### src/rtl/pq_cmd_scheduler_if.sv
// Handshake and queue-control bundle between the command scheduler and its neighbours.
// master = scheduler side, slave = producer/consumer/queue side.
interface pq_cmd_scheduler_if #(
  parameter int DATA_WIDTH = 16,
  parameter int QUEUE_SIZE = 256
);
  localparam int CNT_W = $clog2(QUEUE_SIZE + 1);

  logic                  s_enq_valid;
  logic                  s_enq_ready;
  logic [DATA_WIDTH-1:0] s_enq_data;
  logic                  i_deq_req;
  logic                  m_deq_valid;
  logic                  m_deq_ready;
  logic [DATA_WIDTH-1:0] m_deq_data;
  logic                  o_wrt;
  logic                  o_read;
  logic [DATA_WIDTH-1:0] o_data;
  logic                  i_full;
  logic                  i_empty;
  logic [DATA_WIDTH-1:0] i_top;
  logic [CNT_W-1:0]      o_count;
  logic                  o_busy;

  modport master (
    input  s_enq_valid, s_enq_data, i_deq_req, m_deq_ready, i_full, i_empty, i_top,
    output s_enq_ready, m_deq_valid, m_deq_data, o_wrt, o_read, o_data, o_count, o_busy
  );

  modport slave (
    output s_enq_valid, s_enq_data, i_deq_req, m_deq_ready, i_full, i_empty, i_top,
    input  s_enq_ready, m_deq_valid, m_deq_data, o_wrt, o_read, o_data, o_count, o_busy
  );
endinterface

### src/rtl/pq_cmd_scheduler.sv
// Serialises enqueue/dequeue requests into single-cycle write/read controls for the
// priority-queue register array, merging coincident requests into a replace.
module pq_cmd_scheduler #(
  parameter int DATA_WIDTH = 16,
  parameter int QUEUE_SIZE = 256,
  parameter int ENQ_GAP    = 128,
  parameter int DEQ_GAP    = 1
) (
  input  logic                 i_CLK,
  input  logic                 i_RST,
  pq_cmd_scheduler_if.master   bus
);
  localparam int CNT_W   = $clog2(QUEUE_SIZE + 1);
  localparam int GAP_MAX = (ENQ_GAP > DEQ_GAP) ? ENQ_GAP : DEQ_GAP;
  localparam int GAP_W   = (GAP_MAX < 1) ? 1 : $clog2(GAP_MAX + 1);

  localparam logic [GAP_W-1:0] ENQ_GAP_L = GAP_W'(ENQ_GAP);
  localparam logic [GAP_W-1:0] DEQ_GAP_L = GAP_W'(DEQ_GAP);
  localparam logic [CNT_W-1:0] CNT_MAX   = CNT_W'(QUEUE_SIZE);

  localparam logic [1:0] ST_IDLE  = 2'd0;
  localparam logic [1:0] ST_ISSUE = 2'd1;
  localparam logic [1:0] ST_WAIT  = 2'd2;

  logic [1:0]            state_reg;
  logic                  op_wrt_reg;
  logic                  op_read_reg;
  logic [GAP_W-1:0]      gap_reg;
  logic                  wrt_reg;
  logic                  read_reg;
  logic [DATA_WIDTH-1:0] data_reg;
  logic                  deq_valid_reg;
  logic [DATA_WIDTH-1:0] deq_data_reg;
  logic [CNT_W-1:0]      count_reg;

  logic                  is_idle;
  logic                  deq_ok;
  logic                  enq_ok;
  logic [GAP_W-1:0]      issue_gap;

  // A full queue still takes an enqueue when the same decision pops the head.
  always_comb begin
    is_idle   = (state_reg == ST_IDLE);
    deq_ok    = bus.i_deq_req && !bus.i_empty && !deq_valid_reg;
    enq_ok    = bus.s_enq_valid && (!bus.i_full || deq_ok);
    issue_gap = op_wrt_reg ? ENQ_GAP_L : DEQ_GAP_L;
  end

  assign bus.s_enq_ready = is_idle && enq_ok && !i_RST;
  assign bus.o_wrt       = wrt_reg;
  assign bus.o_read      = read_reg;
  assign bus.o_data      = data_reg;
  assign bus.m_deq_valid = deq_valid_reg;
  assign bus.m_deq_data  = deq_data_reg;
  assign bus.o_count     = count_reg;
  assign bus.o_busy      = !is_idle;

  always_ff @(posedge i_CLK or posedge i_RST) begin
    if (i_RST) begin
      state_reg     <= ST_IDLE;
      op_wrt_reg    <= 1'b0;
      op_read_reg   <= 1'b0;
      gap_reg       <= '0;
      wrt_reg       <= 1'b0;
      read_reg      <= 1'b0;
      data_reg      <= '0;
      deq_valid_reg <= 1'b0;
      deq_data_reg  <= '0;
      count_reg     <= '0;
    end else begin
      if (deq_valid_reg && bus.m_deq_ready) begin
        deq_valid_reg <= 1'b0;
      end

      case (state_reg)
        ST_IDLE: begin
          if (enq_ok || deq_ok) begin
            op_wrt_reg  <= enq_ok;
            op_read_reg <= deq_ok;
            wrt_reg     <= enq_ok;
            read_reg    <= deq_ok;
            if (enq_ok) begin
              data_reg <= bus.s_enq_data;
            end
            state_reg <= ST_ISSUE;
          end
        end

        ST_ISSUE: begin
          wrt_reg  <= 1'b0;
          read_reg <= 1'b0;
          // i_top still shows the pre-operation head on this edge.
          if (op_read_reg) begin
            deq_data_reg  <= bus.i_top;
            deq_valid_reg <= 1'b1;
          end
          if (op_wrt_reg && !op_read_reg && (count_reg != CNT_MAX)) begin
            count_reg <= count_reg + CNT_W'(1);
          end else if (op_read_reg && !op_wrt_reg && (count_reg != '0)) begin
            count_reg <= count_reg - CNT_W'(1);
          end
          if (issue_gap == '0) begin
            state_reg <= ST_IDLE;
          end else begin
            gap_reg   <= issue_gap;
            state_reg <= ST_WAIT;
          end
        end

        ST_WAIT: begin
          gap_reg <= gap_reg - GAP_W'(1);
          if (gap_reg == GAP_W'(1)) begin
            state_reg <= ST_IDLE;
          end
        end

        default: state_reg <= ST_IDLE;
      endcase
    end
  end
endmodule
### src/flat_wrapper.sv
// flat-port wrapper written by rule: the top's interface ports become plain ports
module pq_cmd_scheduler_flat 
#(
  parameter int DATA_WIDTH = 16,
  parameter int QUEUE_SIZE = 256,
  parameter int ENQ_GAP    = 128,
  parameter int DEQ_GAP    = 1
)
  (i_CLK, i_RST, bus_s_enq_valid, bus_s_enq_data, bus_i_deq_req, bus_m_deq_ready, bus_i_full, bus_i_empty, bus_i_top, bus_s_enq_ready, bus_m_deq_valid, bus_m_deq_data, bus_o_wrt, bus_o_read, bus_o_data, bus_o_count, bus_o_busy);
  pq_cmd_scheduler_if #(.DATA_WIDTH(DATA_WIDTH), .QUEUE_SIZE(QUEUE_SIZE)) bus_i ();
  input  logic i_CLK;
  input  logic i_RST;
  input wire logic [$bits(bus_i.s_enq_valid)-1:0] bus_s_enq_valid;
  input wire logic [$bits(bus_i.s_enq_data)-1:0] bus_s_enq_data;
  input wire logic [$bits(bus_i.i_deq_req)-1:0] bus_i_deq_req;
  input wire logic [$bits(bus_i.m_deq_ready)-1:0] bus_m_deq_ready;
  input wire logic [$bits(bus_i.i_full)-1:0] bus_i_full;
  input wire logic [$bits(bus_i.i_empty)-1:0] bus_i_empty;
  input wire logic [$bits(bus_i.i_top)-1:0] bus_i_top;
  output wire logic [$bits(bus_i.s_enq_ready)-1:0] bus_s_enq_ready;
  output wire logic [$bits(bus_i.m_deq_valid)-1:0] bus_m_deq_valid;
  output wire logic [$bits(bus_i.m_deq_data)-1:0] bus_m_deq_data;
  output wire logic [$bits(bus_i.o_wrt)-1:0] bus_o_wrt;
  output wire logic [$bits(bus_i.o_read)-1:0] bus_o_read;
  output wire logic [$bits(bus_i.o_data)-1:0] bus_o_data;
  output wire logic [$bits(bus_i.o_count)-1:0] bus_o_count;
  output wire logic [$bits(bus_i.o_busy)-1:0] bus_o_busy;
  assign bus_i.s_enq_valid = bus_s_enq_valid;
  assign bus_i.s_enq_data = bus_s_enq_data;
  assign bus_i.i_deq_req = bus_i_deq_req;
  assign bus_i.m_deq_ready = bus_m_deq_ready;
  assign bus_i.i_full = bus_i_full;
  assign bus_i.i_empty = bus_i_empty;
  assign bus_i.i_top = bus_i_top;
  assign bus_s_enq_ready = bus_i.s_enq_ready;
  assign bus_m_deq_valid = bus_i.m_deq_valid;
  assign bus_m_deq_data = bus_i.m_deq_data;
  assign bus_o_wrt = bus_i.o_wrt;
  assign bus_o_read = bus_i.o_read;
  assign bus_o_data = bus_i.o_data;
  assign bus_o_count = bus_i.o_count;
  assign bus_o_busy = bus_i.o_busy;
  pq_cmd_scheduler #(.DATA_WIDTH(DATA_WIDTH), .QUEUE_SIZE(QUEUE_SIZE), .ENQ_GAP(ENQ_GAP), .DEQ_GAP(DEQ_GAP)) u_core (.i_CLK(i_CLK), .i_RST(i_RST), .bus(bus_i));
endmodule
### config.mk
export PLATFORM = sky130hd
export DESIGN_NAME = pq_cmd_scheduler_flat
export DESIGN_NICKNAME = d
export VERILOG_FILES = /design/src/rtl/pq_cmd_scheduler_if.sv /design/src/rtl/pq_cmd_scheduler.sv /design/src/flat_wrapper.sv
export SDC_FILE = /design/constraint.sdc
export NUM_CORES = 1
export LEC_CHECK = 0
export CAP_MARGIN = 20
export CORE_MARGIN = 3
export CORE_UTILIZATION = 42
export CTS_CLUSTER_SIZE = 12
export DETAILED_ROUTE_END_ITERATION = 8
export GPL_TIMING_DRIVEN = 0
export HOLD_SLACK_MARGIN = 0.02
export PLACE_DENSITY = 0.76
export SYNTH_ARGS = -nofsm -noshare
export SYNTH_HDL_FRONTEND = slang
export SYNTH_SLANG_ARGS = --single-unit
export TNS_END_PERCENT = 10
### constraint.sdc
create_clock -name i_CLK -period 2.45 [get_ports i_CLK]
set_input_delay 0.245 -clock i_CLK [delete_from_list [all_inputs] [get_ports i_CLK]]
set_output_delay 0.245 -clock i_CLK [all_outputs]
set_load 0.01 [all_outputs]
==> run summary, run 1 <==
Rel. slew slack -> 66.7%
CTS tree -> built
final WL -> 6070 um
Critical Path End Type -> flip-flop
RSZ-0062 raised after global routing -> true
Min-Delay Path Class -> input pin to asynchronous set/reset pin
final setup violation count -> 5
DR WL/cell -> 14.7 um
P_leak -> 1.71 nW
antenna-violating nets left -> 0
Clock Sinks -> 56
failing checks -> negative setup slack
Vias -> 2174
Synthesized Nets -> 289
first-pass GRT wire length -> 10300 um
Syn Inst Count -> 237
Vert. Die Dim -> 86.5 um
Synth area leaders -> dfrtp_1 52%, mux2_2 14%, ha_1 5.5%
Placer Congestion -> 0.782
CTS buffer count -> 5
CP arrival -> 2770 ps
die width -> 86.5 um
startpoint types -> flip-flop
flops & latches, synth -> 56
CTS clk-pin slew, worst paths -> 100 ps
Post-DP HPWL -> 4560 um
num rows -> 28
sequential area share after synthesis -> 51.5%
Async S/R FF share, synth -> 100%
Slew Viols, Final -> 0
ys flop type -> dfrtp_1
period utilisation layout -> 105%
hold_buf cts -> 0
# diodes -> 0
1st-iter DRT viols -> 60
minimum clock period -> 2580 ps
initial antenna violation count -> 0
clk_skew -> 5.53 ps
Final Hold Viols -> 0
Avg Cell Area, Syn -> 11.5 um^2
reg2reg start -> u_core.bus.o_count[3]$_DFFE_PP0P_
Netlist Area Pre-Place -> 2720 um^2
number of synthesized flops with an enable pin -> 0
outcome -> finished with violations
Vias/cell -> 5.26
Nets -> 389
Total GRT Usage -> 17.3%
Pwr Total -> 0.00574 W
cell taking the most area after synthesis -> dfrtp_1
io pins -> 85
area delta synth->final -> 44.3%
WS Path Type -> flip-flop to flip-flop
Die ar. -> 7480 um^2
Power Dens Cells -> 1460 nW/um^2
DRC -> 0
number of max-cap violations -> 0
core area -> 6100 um^2
CTS max path bufs -> 2
Setup WS post-layout -> -134 ps
Yosys warning total -> 0
r2r worst-path depth -> 11
Yosys top cell area share -> 51.5%
final hold slack -> 219 ps
WP data required -> 2640 ps
iteration count of the initial detailed-routing pass -> 4
fmax -> 387 MHz
clock root buffer -> clkbuf_8
grt ovf -> 0
Starting Density -> 44.6%
Max IR drop VDD -> 955 uV
vias in the first global route -> 2290
Critical R2R Capture -> u_core.bus.o_count[6]$_DFFE_PP0P_
largest fanout on the critical path -> 8
share of layout cells above drive strength 1 -> 21.6%
H-tree Lvls -> 2
Area after DPL -> 3740 um^2
filler cell count -> 484
setup slack, reg-to-reg -> -130 ps
measured slew at the worst slew-check pin -> 499 ps
largest net degree at the start of global routing -> 42
# port buffers -> 84
clk_lat worst skew -> 310 ps
unique cell type count in the Yosys netlist -> 39
final instance area -> 3920 um^2
[cells in the mapped netlist, types with 2 or more instances]
master / n
ha_1: 12
or2_2: 2
o21ai_0: 15
xnor2_1: 5
a21o_1: 7
clkbuf_1: 4
o21ai_1: 7
mux2_2: 33
inv_1: 16
xor2_1: 5
buf_2: 2
or4_4: 2
nand2_1: 22
nand2b_1: 6
o31ai_1: 4
or3_1: 2
nor2_1: 6
dfrtp_1: 56
a22o_1: 2
a21oi_1: 9
and2_1: 2
[worst max-delay path by stage]
stage | end | start | slack (ps) | cells past startpoint
floorplan | u_core.bus.o_count[8]$_DFFE_PP0P_ | u_core.bus.o_count[7]$_DFFE_PP0P_ | -110 | 10
global placement | bus_s_enq_ready | i_RST | -950 | 4
detailed placement | u_core.bus.o_count[8]$_DFFE_PP0P_ | u_core.bus.o_count[7]$_DFFE_PP0P_ | -280 | 10
CTS | u_core.bus.o_count[8]$_DFFE_PP0P_ | u_core.bus.o_count[7]$_DFFE_PP0P_ | -130 | 10
global route | u_core.bus.o_count[8]$_DFFE_PP0P_ | u_core.bus.o_count[6]$_DFFE_PP0P_ | -290 | 10
finish | u_core.bus.o_count[6]$_DFFE_PP0P_ | u_core.bus.o_count[3]$_DFFE_PP0P_ | -130 | 11
[worst max-delay path: stages (launching register included)]
cell	delay [ps]
dfrtp_1	400
or4_4	580
nor2_4	110
a21o_4	200
inv_2	50
fa_2	340
nand2b_4	160
a21oi_4	170
buf_4	150
a31oi_1	90
xor2_1	140
o21ai_1	70
[stage by stage]
stage / util [%] / cells / TNS [ps] / setup slack (ps)
after floorplan: - / 237 / -164 / -107
after global placement: 61.0 / 396 / -15670 / -945
after detailed placement: 61.3 / 397 / -1180 / -279
after CTS: 64.2 / 413 / -292 / -125
after global routing: 64.4 / 413 / -1170 / -286
final: 64.4 / 413 / -331 / -134
[timing repair]
item,4_1_cts,5_1_grt
pin swaps,7,3
endpoints found under the setup margin,7,7
setup buffers,8,0
resized for setup,7,2
[per-layer routing]
layer / GRT usage [%] / up-vias / wire length, um
li1: - / 1022 / -
met1: 20.5 / 1081 / 2470
met2: 30.0 / 67 / 3100
met3: 5.51 / 4 / 460
met4: 4.96 / 0 / 51
met5: 0 / - / 0
[where the power goes]
part           internal (W)  leakage (nW)  switching, W
Combinational       0.00191         0.990       0.00165
Clock              0.000206        0.0485      0.000313
Sequential          0.00138         0.675      0.000285
[cell families (layout without fill, tap and decap cells)]
kind of cell | Yosys count | count (layout) | share of synthesized area, %
AOI/OAI and AO/OA | 53 | 53 | 12.7
muxes | 33 | 33 | 13.7
and+or+nand+nor | 49 | 49 | 9.15
buffers and inverters | 23 | 124 | 3.54
adders and majority gates | 13 | 13 | 6.26
xor gates and xnor gates | 10 | 10 | 3.22
DFF | 56 | 56 | 51.5
[cell type report]
class | count | area (um^2) | share of cell area [%]
inverters | 16 | 60.1 | 1.53
plain buffers | 7 | 42.5 | 1.08
multi-input cells | 158 | 1310 | 33.4
well taps | 75 | 93.8 | 2.39
clock inverters | 3 | 22.5 | 0.574
clock buffers | 5 | 68.8 | 1.75
repair buffers | 93 | 923 | 23.5
flip-flops and latches | 56 | 1400 | 35.7
[placed cells by master, fill, tap and decap left out, types with 2 or more instances in the layout]
cell type / count
xnor2_1: 5
a21o_1: 6
a21oi_4: 2
inv_1: 14
clkbuf_1: 4
xor2_1: 5
or2_2: 2
clkdlybuf4s50_1: 83
nor2_1: 5
ha_4: 2
nand2b_1: 5
inv_2: 2
buf_6: 2
clkbuf_8: 5
o21ai_0: 15
a21oi_1: 7
mux2_2: 33
or4_4: 2
dfrtp_1: 55
and2_1: 2
ha_1: 10
o31ai_1: 4
or3_1: 2
a22o_1: 2
nand2_1: 22
o21ai_1: 7
buf_4: 8
Power figures use the tool's default switching activity.
==> inputs of run 2 (changes only) <==
--- a/config.mk
+++ b/config.mk
@@ -13,6 +13,7 @@
 export GPL_TIMING_DRIVEN = 0
 export HOLD_SLACK_MARGIN = 0.02
 export PLACE_DENSITY = 0.76
+export REMOVE_ABC_BUFFERS = 1
 export SYNTH_ARGS = -nofsm -noshare
 export SYNTH_HDL_FRONTEND = slang
 export SYNTH_SLANG_ARGS = --single-unit
==> run 2 against run 1 <==
Compared with the run above: the flow still finishes with violations (negative setup slack); worst hold slack better by 30 ps; clock power about the same; highest routed layer unchanged; non-clock buffer count down 5; largest power group unchanged; global-route usage fell by 0.58 points; clock-buffer cell count rose by 2.
==> run summary, run 2 (synthesis results as in run 1) <==
CP startpoint -> u_core.bus.o_count[3]$_DFFE_PP0P_
core area -> 6100 um^2
Vias/cell -> 5.16
WP data required -> 2620 ps
io pins -> 85
period utilisation layout -> 107%
1st-iter DRT viols -> 104
first-pass GRT wire length -> 10100 um
Vert. Die Dim -> 86.5 um
Post-DP HPWL -> 4220 um
grt ovf -> 0
Die ar. -> 7480 um^2
antenna-violating nets left -> 0
reg2reg start -> u_core.bus.o_count[3]$_DFFE_PP0P_
startpoint types -> flip-flop
minimum clock period -> 2630 ps
Total GRT Usage -> 16.7%
Setup TNS -> -605 ps
final setup violation count -> 6
clock root buffer -> clkbuf_8
largest fanout on the critical path -> 5
Vias -> 2104
final WL -> 5920 um
CTS clk-pin slew, worst paths -> 100 ps
Clock Sinks -> 56
num rows -> 28
initial antenna violation count -> 0
largest net degree at the start of global routing -> 40
# diodes -> 0
measured slew at the worst slew-check pin -> 737 ps
commonest non-fill, non-tap cell in the layout -> clkdlybuf4s50_1
Max IR drop VDD -> 1310 uV
r2r worst-path depth -> 9
fmax -> 381 MHz
CTS buffer count -> 5
setup slack, reg-to-reg -> -180 ps
leading cell types in the layout, fill and taps excluded -> 83 x clkdlybuf4s50_1, 56 x dfrtp_1, 33 x mux2_2
Rel. slew slack -> 50.7%
Min-Delay Path Class -> input pin to asynchronous set/reset pin
clk_lat worst skew -> 300 ps
area delta synth->final -> 43.9%
CP arrival -> 2790 ps
Placer Congestion -> 0.743
Nets -> 384
share of layout cells above drive strength 1 -> 21.6%
Slew Viols, Final -> 0
clk_skew -> 7.65 ps
# port buffers -> 84
failing checks -> negative setup slack
WS Path Type -> flip-flop to flip-flop
RSZ-0062 raised after global routing -> true
Power Dens Cells -> 1480 nW/um^2
DRC -> 0
P_leak -> 1.69 nW
H-tree Lvls -> 2
number of max-cap violations -> 0
die width -> 86.5 um
Setup WS post-layout -> -176 ps
Critical R2R Capture -> u_core.bus.o_count[8]$_DFFE_PP0P_
Final Hold Viols -> 0
Starting Density -> 44.6%
outcome -> finished with violations
Critical Path End Type -> flip-flop
DR WL/cell -> 14.5 um
CTS max path bufs -> 2
vias in the first global route -> 2247
CTS tree -> built
fin util -> 64.2%
iteration count of the initial detailed-routing pass -> 4
## run 2: metal layers
| layer | wire length (um) | track usage [%] | vias to the layer above |
|---|---|---|---|
| met5 | 0 | 0 | - |
| met4 | 43 | 3.97 | 0 |
| met3 | 408 | 5.32 | 6 |
| met2 | 2960 | 28.6 | 56 |
| met1 | 2510 | 20.4 | 1028 |
| li1 | - | - | 1014 |
## run 2: area by class of cell
class / instances / area (um^2)
Clock buffer: 7 / 86.3
Clock inverter: 1 / 7.51
Fill cell: 497 / 2180
Inverter: 16 / 60.1
Multi-Input combinational cell: 158 / 1330
Sequential cell: 56 / 1400
Tap cell: 75 / 93.8
Timing Repair Buffer: 95 / 938
## run 2: worst max-delay path, cell delays in order, from the launching register on
cell      delay [ps]
dfrtp_1          400
or4_4            550
nor2_1           110
a21o_2           220
ha_4             240
a21o_1           170
a31o_2           280
a21o_1           190
a221oi_2         220
o31ai_1          100
## run 2: metrics by stage
step / power, W / hold WS [ps] / setup slack (ps) / instances / instance area, um^2
finish: 0.00580 / 249 / -176 / 408 / 3920
global route: 0.00626 / 290 / -283 / 408 / 3920
floorplan: 0.00364 / 341 / -318 / 230 / 2680
CTS: 0.00578 / 255 / -135 / 408 / 3900
global placement: 0.00476 / 487 / -1240 / 389 / 3620
detailed placement: 0.00487 / 491 / -573 / 391 / 3650
## run 2: report_power, final
| group | switching, W | internal [W] |
|---|---|---|
| registers | 0.000297 | 0.00138 |
| logic | 0.00166 | 0.00194 |
| clock network | 0.000289 | 0.000231 |
| total | 0.00225 | 0.00355 |
## run 2: repair_timing
action                                  CTS  global route
setup buffers                             9             0
resized for setup                        17             2
hold buffers                              0             0
endpoints found under the setup margin    7             6
pin swaps                                 8             1
## run 2: how the worst max path moves through the flow
stage,slack [ps],end,cells after the start
detailed placement,-570,u_core.bus.o_count[8]$_DFFE_PP0P_,10
global placement,-1240,bus_s_enq_ready,5
global route,-280,u_core.bus.o_count[8]$_DFFE_PP0P_,10
CTS,-130,u_core.bus.o_count[8]$_DFFE_PP0P_,10
floorplan,-320,u_core.bus.o_count[8]$_DFFE_PP0P_,10
finish,-180,u_core.bus.o_count[8]$_DFFE_PP0P_,9
==> inputs of run 3 (changes only) <==
--- a/config.mk
+++ b/config.mk
@@ -6,7 +6,6 @@
 export NUM_CORES = 1
 export LEC_CHECK = 0
 export CAP_MARGIN = 20
-export CORE_MARGIN = 3
 export CORE_UTILIZATION = 42
 export CTS_CLUSTER_SIZE = 12
 export DETAILED_ROUTE_END_ITERATION = 8
==> run 3 against run 2 <==
Compared with the run above: the flow still finishes with violations (negative setup slack); critical endpoint unchanged; sequential power is essentially flat; largest power group unchanged; non-clock buffer count grew 4; sequential share of layout area shrank 0.41 points; clock power grew 9.2%.
==> run summary, run 3 (synthesis results as in run 1) <==
startpoint types -> flip-flop
initial antenna violation count -> 0
CTS tree -> built
Total GRT Usage -> 19.5%
register area -> 1400 um^2
Power Dens Cells -> 1490 nW/um^2
switching power total -> 0.00230 W
grt ovf -> 0
Max IR drop VDD -> 1240 uV
antenna-violating nets left -> 0
clk_lat worst skew -> 310 ps
fmax -> 385 MHz
clock root buffer -> clkbuf_8
Placed Cells -> 391
P_leak -> 1.73 nW
Starting Density -> 44.6%
# diodes -> 0
WS Path Type -> flip-flop to flip-flop
Nets -> 388
period utilisation layout -> 106%
Post-DP HPWL -> 4210 um
setup slack, reg-to-reg -> -150 ps
cell mode on critical path -> nor2_2
Final Hold Viols -> 0
core area -> 6100 um^2
Vias -> 2098
first-pass GRT wire length -> 9980 um
final setup violation count -> 3
family with the most delay on the worst path -> simple AND/OR/NAND/NOR gates
Internal -> 0.00361 W
WP data required -> 2640 ps
area delta synth->final -> 45.6%
CTS buffer count -> 5
sequential power share -> 28.4%
Min-Delay Path Class -> input pin to asynchronous set/reset pin
Worst path max stage delay -> 550 ps
Clock Power Share -> 9.6%
area of the multi-input gates -> 1320 um^2
outcome -> finished with violations
Gate power share -> 62.0%
vias in the first global route -> 2172
DR WL/cell -> 14.7 um
reg2reg start -> u_core.bus.o_count[3]$_DFFE_PP0P_
commonest non-fill, non-tap cell in the layout -> clkdlybuf4s50_1
number of max-cap violations -> 0
worst-path cell chain -> or4_4 -> nor2_2 -> a21o_4 -> buf_4 -> ha_1 -> nor2_2 -> a21oi_4 -> a21o_1 -> a221oi_2 -> o31ai_1
r2r worst-path depth -> 10
H-tree Lvls -> 2
CTS max path bufs -> 2
# port buffers -> 84
Slew Viols, Final -> 0
Setup WS post-layout -> -150 ps
CP max stage cell -> or4_4
largest fanout on the critical path -> 6
leading cell types in the layout, fill and taps excluded -> 83 x clkdlybuf4s50_1, 56 x dfrtp_1, 33 x mux2_2
Critical R2R Capture -> u_core.bus.o_count[8]$_DFFE_PP0P_
Rel. slew slack -> 51.8%
Vert. Die Dim -> 82.5 um
Clock Sinks -> 56
CTS clk-pin slew, worst paths -> 110 ps
share of layout cells above drive strength 1 -> 23.1%
final WL -> 6070 um
hold_buf cts -> 0
Placer Congestion -> 0.767
Critical Path End Type -> flip-flop
CP bufs+invs -> 1
clk_skew -> 5.88 ps
failing checks -> negative setup slack
post-placement worst setup slack -> -596 ps
die width -> 82.5 um
iteration count of the initial detailed-routing pass -> 6
largest net degree at the start of global routing -> 32
Die ar. -> 6800 um^2
Vias/cell -> 5.09
CP arrival -> 2790 ps
DRC -> 0
minimum clock period -> 2600 ps
measured slew at the worst slew-check pin -> 722 ps
switching share of power -> 38.9%
non-filler cells, final -> 412
io pins -> 85
1st-iter DRT viols -> 60
filler cell count -> 485
RSZ-0062 raised after global routing -> true
num rows -> 28
## run 3: layout make-up
class | count | area share, %
inverter | 16 | 1.52
clock buffer | 6 | 2.09
sequential | 56 | 35.4
timing repair buffer | 99 | 24.8
tap | 75 | 2.37
multi-input combinational | 158 | 33.4
clock inverter | 2 | 0.442
## run 3: how the worst max path moves through the flow
stage	startpoint	end	cells past startpoint
5_1_grt	u_core.bus.o_count[3]$_DFFE_PP0P_	u_core.bus.o_count[8]$_DFFE_PP0P_	10
2_1_floorplan	u_core.bus.o_count[6]$_DFFE_PP0P_	u_core.bus.o_count[8]$_DFFE_PP0P_	10
4_1_cts	u_core.bus.o_count[3]$_DFFE_PP0P_	u_core.bus.o_count[8]$_DFFE_PP0P_	10
3_3_place_gp	bus_i_deq_req	bus_s_enq_ready	5
3_5_place_dp	u_core.bus.o_count[2]$_DFFE_PP0P_	u_core.bus.o_count[8]$_DFFE_PP0P_	10
6_report	u_core.bus.o_count[3]$_DFFE_PP0P_	u_core.bus.o_count[8]$_DFFE_PP0P_	10
## run 3: metrics by stage
| step | cell area (um^2) | util (%) | total power (W) | hold slack [ps] | setup TNS (ps) |
|---|---|---|---|---|---|
| after CTS | 3930 | 64.5 | 0.00587 | 322 | -607 |
| after detailed placement | 3660 | 60.0 | 0.00488 | 491 | -2150 |
| after global placement | 3620 | 59.4 | 0.00474 | 487 | -30710 |
| final | 3960 | 65.0 | 0.00591 | 309 | -248 |
| after floorplan | 2680 | - | 0.00364 | 341 | -603 |
| after global routing | 3960 | 65.0 | 0.00640 | 358 | -871 |
## run 3: timing repair
action	CTS	global route
setup endpoints to repair	7	7
pin swaps	11	4
setup buffers	13	0
gates resized for setup	14	6
## run 3: power groups by stage
stage          combinational [W]  sequential, W  clock, W
2_1_floorplan            0.00180        0.00184         0
3_3_place_gp             0.00305        0.00169         0
3_5_place_dp             0.00316        0.00172         0
4_1_cts                  0.00360        0.00168  0.000589
5_1_grt                  0.00403        0.00174  0.000628
6_report                 0.00366        0.00168  0.000568
## run 3: worst register-to-register path: cells and delay by family (launching register included)
| family | cells | cell delay [ps] |
|---|---|---|
| buffers and inverters | 1 | 150 |
| and+or+nand+nor | 3 | 870 |
| DFF | 1 | 410 |
| adders and majority gates | 1 | 270 |
| AOI/OAI and AO/OA | 5 | 780 |
## run 3: routing by layer
layer | global-route usage (%) | vias up | part of all wire [%] | routed length, um
li1 | - | 1022 | - | -
met1 | 23.4 | 1008 | 43 | 2590
met2 | 34.0 | 59 | 50 | 3030
met3 | 5.49 | 9 | 5.9 | 357
met4 | 5.79 | 0 | 1.6 | 95
met5 | 0 | - | 0 | 0
